==> src/rtl/demux_1to16_deser_pkg.sv <==
// Shared constants and types for the 1:16 serial-to-parallel demux.
package demux_pkg;

    localparam int N     = 16;
    localparam int SEL_W = 4;

    typedef logic [SEL_W-1:0] slot_t;

    localparam slot_t FIRST_SLOT = '0;
    localparam slot_t LAST_SLOT  = slot_t'(N - 1);

endpackage

==> src/rtl/demux_1to16_deser_slot_counter.sv <==
// Slot counter: stands in for the transmitter's select lines.
// A sync clears the count, or lands it on slot 1 when the sync cycle itself
// carries the slot 0 bit. wrap marks an accepted bit in the last slot that
// was not pre-empted by a sync.
module slot_counter
    import demux_pkg::*;
(
    input  logic  clk,
    input  logic  rst,
    input  logic  inc,
    input  logic  clr,
    input  logic  load1,
    output slot_t count,
    output logic  wrap
);

    slot_t r_count;
    logic  w_at_last;

    assign w_at_last = (r_count == LAST_SLOT);
    assign wrap      = inc & w_at_last & ~clr;
    assign count     = r_count;

    // Advance on each accepted bit; sync restarts the frame.
    always_ff @(posedge clk or posedge rst) begin
        if (rst) begin
            r_count <= FIRST_SLOT;
        end else if (clr) begin
            r_count <= load1 ? slot_t'(1) : FIRST_SLOT;
        end else if (inc) begin
            r_count <= w_at_last ? FIRST_SLOT : r_count + slot_t'(1);
        end
    end

endmodule

==> src/rtl/demux_1to16_deser.sv <==
// 1:16 deserializer: collects one bit per slot into a shadow word and
// publishes the completed word with a single-cycle valid pulse.
// Slot 0 is the leftmost bit of the [0:N-1] output word.
module demux_1to16_deser
    import demux_pkg::*;
(
    input  logic             clk,
    input  logic             rst,
    input  logic             din,
    input  logic             din_valid,
    input  logic             sync,
    output logic [SEL_W-1:0] sel,
    output logic [0:N-1]     q,
    output logic             q_valid,
    output logic             frame_err
);

    slot_t        w_slot;
    slot_t        w_wr_slot;
    logic         w_wrap;
    logic         w_load1;
    logic [0:N-1] r_shadow;
    logic [0:N-1] r_q;
    logic         r_q_valid;
    logic         r_frame_err;

    assign w_load1 = sync & din_valid;

    slot_counter u_slot_counter (
        .clk   (clk),
        .rst   (rst),
        .inc   (din_valid),
        .clr   (sync),
        .load1 (w_load1),
        .count (w_slot),
        .wrap  (w_wrap)
    );

    // A bit arriving with sync always belongs to slot 0.
    assign w_wr_slot = sync ? FIRST_SLOT : w_slot;

    // Capture bits into the shadow word; the last bit bypasses the shadow
    // so the publish happens on the same edge it arrives.
    always_ff @(posedge clk or posedge rst) begin
        if (rst) begin
            r_shadow <= '0;
            r_q      <= '0;
        end else begin
            if (din_valid) begin
                r_shadow[w_wr_slot] <= din;
            end
            if (w_wrap) begin
                r_q <= {r_shadow[0:N-2], din};
            end
        end
    end

    // Registered single-cycle status pulses.
    always_ff @(posedge clk or posedge rst) begin
        if (rst) begin
            r_q_valid   <= 1'b0;
            r_frame_err <= 1'b0;
        end else begin
            r_q_valid   <= w_wrap;
            r_frame_err <= sync & (w_slot != FIRST_SLOT);
        end
    end

    assign sel       = w_slot;
    assign q         = r_q;
    assign q_valid   = r_q_valid;
    assign frame_err = r_frame_err;

endmodule

==> config.mk <==
export PLATFORM = sky130hd
export DESIGN_NAME = demux_1to16_deser
export DESIGN_NICKNAME = d
export VERILOG_FILES = /design/src/rtl/demux_1to16_deser_pkg.sv /design/src/rtl/demux_1to16_deser_slot_counter.sv /design/src/rtl/demux_1to16_deser.sv
export SDC_FILE = /design/constraint.sdc
export NUM_CORES = 1
export LEC_CHECK = 0
export ABC_AREA = 1
export CAP_MARGIN = 25
export CORE_UTILIZATION = 31
export CTS_BUF_LIST = sky130_fd_sc_hd__clkbuf_2
export DETAILED_ROUTE_END_ITERATION = 16
export PLACE_DENSITY_LB_ADDON = 0.05
export SETUP_SLACK_MARGIN = 0.5
export SLEW_MARGIN = 20
export SYNTH_ARGS = -nofsm -noshare
export SYNTH_HDL_FRONTEND = slang
export SYNTH_SLANG_ARGS = --single-unit
==> constraint.sdc <==
create_clock -name clk -period 2.04 [get_ports clk]
set_input_delay 0.306 -clock clk [delete_from_list [all_inputs] [get_ports clk]]
set_output_delay 0.306 -clock clk [all_outputs]
set_load 0.005 [all_outputs]
### Word level (Yosys, flattened, before mapping)

Cells that the tools add are included.
Widths: inputs -> output; s select.

| word-level totals | value |
|---|---|
| register bits | 38 |
| bits in latches | 0 |
| memory bits (writable) | 0 |
| bits in read-only memories | 0 |
| word-level logic and storage cells | 26 |
| memories | 0 |

| cells by class | value |
|---|---|
| add/subtract/negate cells | 1 |
| multipliers | 0 |
| div/mod/pow operators | 0 |
| order comparisons | 2 |
| eq/ne operators | 1 |
| shift-type cells | 0 |
| mux-type cells | 8 |
| bitwise operators | 6 |
| reductions and logical operators | 3 |

Operators by type and width:

| operator | number |
|---|---|
| $bwmux 16 | 1 |
| $mux 4 | 4 |
| $ge 5x5->1 const B | 1 |
| $lt 5x1->1 const B | 1 |
| $not 4->5 | 1 |
| $add 4x1->4 const B | 1 |
| $and 1x1->1 | 4 |
| $demux 1 s4 | 1 |
| $eq 4x4->1 const B | 1 |
| $reduce_bool 4->1 | 1 |
| $mux 1 | 2 |
| $reduce_bool 2->1 | 1 |
| $logic_and 1x1->1 | 1 |
| $not 1->1 | 1 |

### Logic depth before layout (Yosys ltp)

| depth | value |
|---|---|
| word-level depth | 7 |
| gate-level depth with buffers | 8 |

### By module

From an unflattened synthesis, not the netlist that was laid out.

| unflattened totals | value |
|---|---|
| cell total of the unflattened synthesis | 170 |
| area total of the unflattened synthesis | 1649.1 µm² |

Modules (own cells, without submodules):

| module | times used | cells an instance | area each (µm²) | sequential area each (µm²) |
|---|---|---|---|---|
| demux_1to16_deser | 1 | 142 | 1427.6 | 825.8 |
| slot_counter | 1 | 28 | 221.5 | 100.1 |

### Worst setup path after synthesis

Ideal clock, no wire load.

| timing | value |
|---|---|
| path kind | register to register |
| start | register u_slot_counter.r_count[0], in the netlist u_slot_counter.count[0] |
| end | register r_q, in the netlist q[10] |
| arrival time | 1.184 ns |
| data required time | 1.917 ns |
| path slack | 0.732 ns |
| stages on the path, launching flop included | 9 |
| path buffers | 1 |
| clock period less this slack | 1.308 ns |
| cell sequence | dfrtp_1 -> ha_1 -> inv_1 -> nor2_4 -> inv_2 -> nor2_8 -> buf_8 -> nand2_1 -> nand2_1 |

| on the way | value |
|---|---|
| word-level cells in the longest chain between the ends | 3 |

Ends and longest elaborated chain:

| item | line | source |
|---|---|---|
| start, declared | demux_1to16_deser_slot_counter.sv:17 | `slot_t r_count;` |
| start signal, assigned | demux_1to16_deser_slot_counter.sv:29 | `r_count <= load1 ? slot_t'(1) : FIRST_SLOT;` |
| start signal, assigned | demux_1to16_deser_slot_counter.sv:31 | `r_count <= w_at_last ? FIRST_SLOT : r_count + slot_t'(1);` |
| $eq 4x4->1 | demux_1to16_deser_slot_counter.sv:20 | `assign w_at_last = (r_count == LAST_SLOT);` |
| $and 1x1->1 (2 in a row) | demux_1to16_deser_slot_counter.sv:21 | `assign wrap = inc & w_at_last & ~clr;` |
| via u_slot_counter.wrap | demux_1to16_deser_slot_counter.sv:14 | `output logic wrap` |
| end signal, assigned | demux_1to16_deser.sv:53 | `r_q <= {r_shadow[0:N-2], din};` |
| end, declared | demux_1to16_deser.sv:23 | `logic [0:N-1] r_q;` |

The timed path passes the listed nets, and every way through them passes these cells.
A chain may end at the register's enable or synchronous reset.

### Final worst setup path

| timing | value |
|---|---|
| start | register u_slot_counter.r_count[1], in the netlist u_slot_counter.count[1] |
| end | register r_q, in the netlist q[4] |

| on the way | value |
|---|---|
| word-level cells in the longest chain between the ends | 3 |

Ends and longest elaborated chain:

| item | line |
|---|---|
| $eq 4x4->1 | demux_1to16_deser_slot_counter.sv:20 |
| $and 1x1->1 (2 in a row) | demux_1to16_deser_slot_counter.sv:21 |

Every way passes these cells.

==> results.sh <==
export IMPL_status="finished, final reports clean"
export IMPL_comb_power_share_pct=12.3
export IMPL_start_util_pct=32.6
export IMPL_p_switching_mw=0.373
export IMPL_worst_clock_skew_ns=0.0148
export IMPL_synth_nets=207
export IMPL_drive_gt1_share_pct=14.3
export IMPL_arrival_ns=1.73
export IMPL_synth_top_area_share_pct=54.9
export IMPL_hp_class="input pin to asynchronous set/reset pin"
export IMPL_synth_seq_area_share_pct=54.9
export IMPL_power_density_nw_per_um2=658
export IMPL_dr_total_vias=1434
export IMPL_die_area_sq_um=5740
export IMPL_synth_adder_area_share_pct=1.48
export IMPL_worstPathMaxFanout=19
export IMPL_max_freq_ghz=0.689
export IMPL_clock_root_buffer="clkbuf_2"
export IMPL_layout_nets=250
export IMPL_antenna_found_initial=0
export IMPL_dieWidth_microns=75.8
export IMPL_grt_pass1_wl_microns=6350
export IMPL_leakage_nw=1.23
export IMPL_cts_buffers=5
export IMPL_synthCells=200
export IMPL_die_y_microns=75.8
export IMPL_synth_top_family_by_area="simple AND/OR/NAND/NOR gates"
export IMPL_clk_pin_slew_worst_paths_ns=0.19
export IMPL_final_util_pct=42.0
export IMPL_overflow=0
export IMPL_slowest_delay_ns=0.45
export IMPL_grt_max_degree=38
export IMPL_cp_start_kind="flop"
export IMPL_synth_distinct_cells=21
export IMPL_hpwlAfterDp_microns=2440
export IMPL_drtAntennaViolNets=0
export IMPL_synth_compound_area_share_pct=7.27
export IMPL_crit_path_end_kind="flop"
export IMPL_irDropWorstVdd_v=0.000246
export IMPL_seqCellArea_sq_um=930
export IMPL_synth_simple_area_share_pct=29.9
export IMPL_drc=0
export IMPL_ctsHtreeMaxLevel=2
export IMPL_ios=27
export IMPL_wirelength_microns=3810
export IMPL_path_cells="buf_4, ha_1, inv_1, nor2_4, inv_6, nor2_8, nand2_1, nand2_1"
export IMPL_first_iter_violations=81
export IMPL_relSlewSlack_pct=63.2
export IMPL_grt_setup_unrepaired="yes"
export IMPL_layout_worst_path_cycle_share_pct=71.1
export IMPL_synth_seq_cells=37
export IMPL_core_area_sq_um=5170
export IMPL_critPathSlowestCell="dfrtp_2"
export IMPL_grt_pass1_vias=1357
export IMPL_synth_mux_area_fraction_pct=0
export IMPL_worstSetupPathType="flop to flop"
export IMPL_synth_area_sq_um=1690
export IMPL_cts_hold_buf=0
export IMPL_cts_sinks=37
export IMPL_insertion_delay_ns=0.38
export IMPL_setup_viol=0
export IMPL_yosys_area_top_type="dfrtp_1"
export IMPL_maxCapViolations=0
export IMPL_avgSynthCellArea_sq_um=8.43
export IMPL_rows=26
export IMPL_firstDrtPassIters=4
export IMPL_portBuffers=26
export IMPL_antennaDiodeCount=0
export IMPL_synth_xor_area_share_pct=0.519
export IMPL_maxSlewViolCount=0
export IMPL_cts_path_max_buffers=2
export IMPL_area_delta_synth_final_pct=28.8
export IMPL_cts_tree="done"
export IMPL_netSwitchingFraction_pct=26.1
export IMPL_synthTopCellsByArea="dfrtp_1 55%, nand2_1 18%, nand3_1 5.0%"
export IMPL_fillers=541
export IMPL_layout_min_cycle_time_ns=1.45
export IMPL_finalSetupTns_ns=0
export IMPL_hold_viol=0
export IMPL_seqPwrFrac_pct=56.3
export IMPL_avgViaCountPerCell=4.57
export IMPL_clkPwrFrac_pct=31.4
export IMPL_layout_common_cells="83 x nand2_1, 34 x dfrtp_1, 21 x dlygate4sd2_1"
export IMPL_gp_congestion=0.859
export IMPL_power_internal_mw=1.06
export IMPL_worstMarginPinSlew_ns=0.551
export IMPL_path_common_cell="nand2_1"
export IMPL_synth_warnings=0
export IMPL_multi_input_area_sq_um=683
export IMPL_grt_usage_pct=15.1
export IMPL_cp_data_required_time_ns=2.32
export IMPL_layout_commonest_cell="nand2_1"
export IMPL_wire_per_inst_microns=12.1
sequential cells by signal, indices dropped and copies added, names as in the netlist:
| register | flops |
|---|---|
| q_valid | 1 |
| u_slot_counter.count | 4 |
| frame_err | 1 |
| q | 16 |
| r_shadow | 15 |
cells by family after synthesis:
kind of cell    count (synthesis)
simple gates                  117
xor+xnor                        1
compound gates                 24
flops                          37
fa+ha+maj                       2
buf+inv                        19
metrics by stage:
step	worst slack, ns	instances	power, mW	instance area (sq um)	hold WS [ns]
2_1_floorplan	0.732	200	0.914	1690	0.379
3_3_place_gp	0.313	295	0.986	2030	0.459
3_5_place_dp	0.294	295	0.986	2030	0.459
4_1_cts	0.424	312	1.45	2140	0.304
5_1_grt	0.467	314	1.50	2170	0.321
6_report	0.589	314	1.43	2170	0.299
area by class of cell:
type | count | area share [%]
clock inverter | 2 | 1.56
multi-input combinational | 146 | 31.5
inverter | 13 | 2.48
tap | 70 | 4.03
timing repair buffer | 40 | 16.3
sequential | 37 | 42.8
clock buffer | 6 | 1.38
worst max-delay path, delay by kind of cell, from the launching register on:
family / cells / cell delay, ns
buffers and inverters: 3 / 0.43
and+or+nand+nor: 4 / 0.28
adders and majority gates: 1 / 0.19
DFF: 1 / 0.45
repair_timing:
item / 4_1_cts / 5_1_grt
resized for setup: 25 / 3
setup endpoints to repair: 39 / 18
setup buffers: 9 / 0
cloned: 0 / 2
pin swaps: 0 / 2
power groups by stage:
stage | sequential, mW | clock (mW) | combinational [mW]
3_3_place_gp | 0.825 | 0 | 0.161
2_1_floorplan | 0.815 | 0 | 0.0989
3_5_place_dp | 0.825 | 0 | 0.161
6_report | 0.805 | 0.449 | 0.176
5_1_grt | 0.811 | 0.492 | 0.202
4_1_cts | 0.805 | 0.469 | 0.179
path summary, 6_finish.rpt:
kind / start / endpoint / slack [ns] / depth (start not counted)
worst max-delay path: u_slot_counter.count[1] / q[4] / 0.59 / 8
worst min register to register: r_shadow[5] / q[5] / 0.49 / 2
min in group clk: r_shadow[5] / q[5] / 0.49 / 2
max in group asynchronous: rst / u_slot_counter.count[0] / 1.38 / 3
worst max register to register: u_slot_counter.count[1] / q[4] / 0.59 / 8
worst min-delay path: rst / q[7] / 0.30 / 3
layer usage:
layer  wire, microns  vias to the layer above  share of wire [%]  GRT usage (%)
li1                -                      721                  -              -
met1            1810                      666                 48           19.6
met2            1770                       40                 46           24.2
met3             175                        7                4.6           3.84
met4              50                        0                1.3           5.97
met5               0                        -                  0              0
cell usage after synthesis:
library cell / instances
clkbuf_1: 1
dfrtp_1: 37
o21ai_1: 10
nor2_1: 8
buf_2: 2
nor2_2: 2
nand2_2: 2
inv_1: 11
o21ai_0: 10
inv_2: 2
buf_8: 1
o31ai_1: 1
nand3_1: 17
nor2_8: 1
nand2_1: 83
xor2_1: 1
nor2_4: 2
buf_6: 2
ha_1: 2
nor3_1: 2
a21oi_1: 3
(Power assumes the default switching activity.)
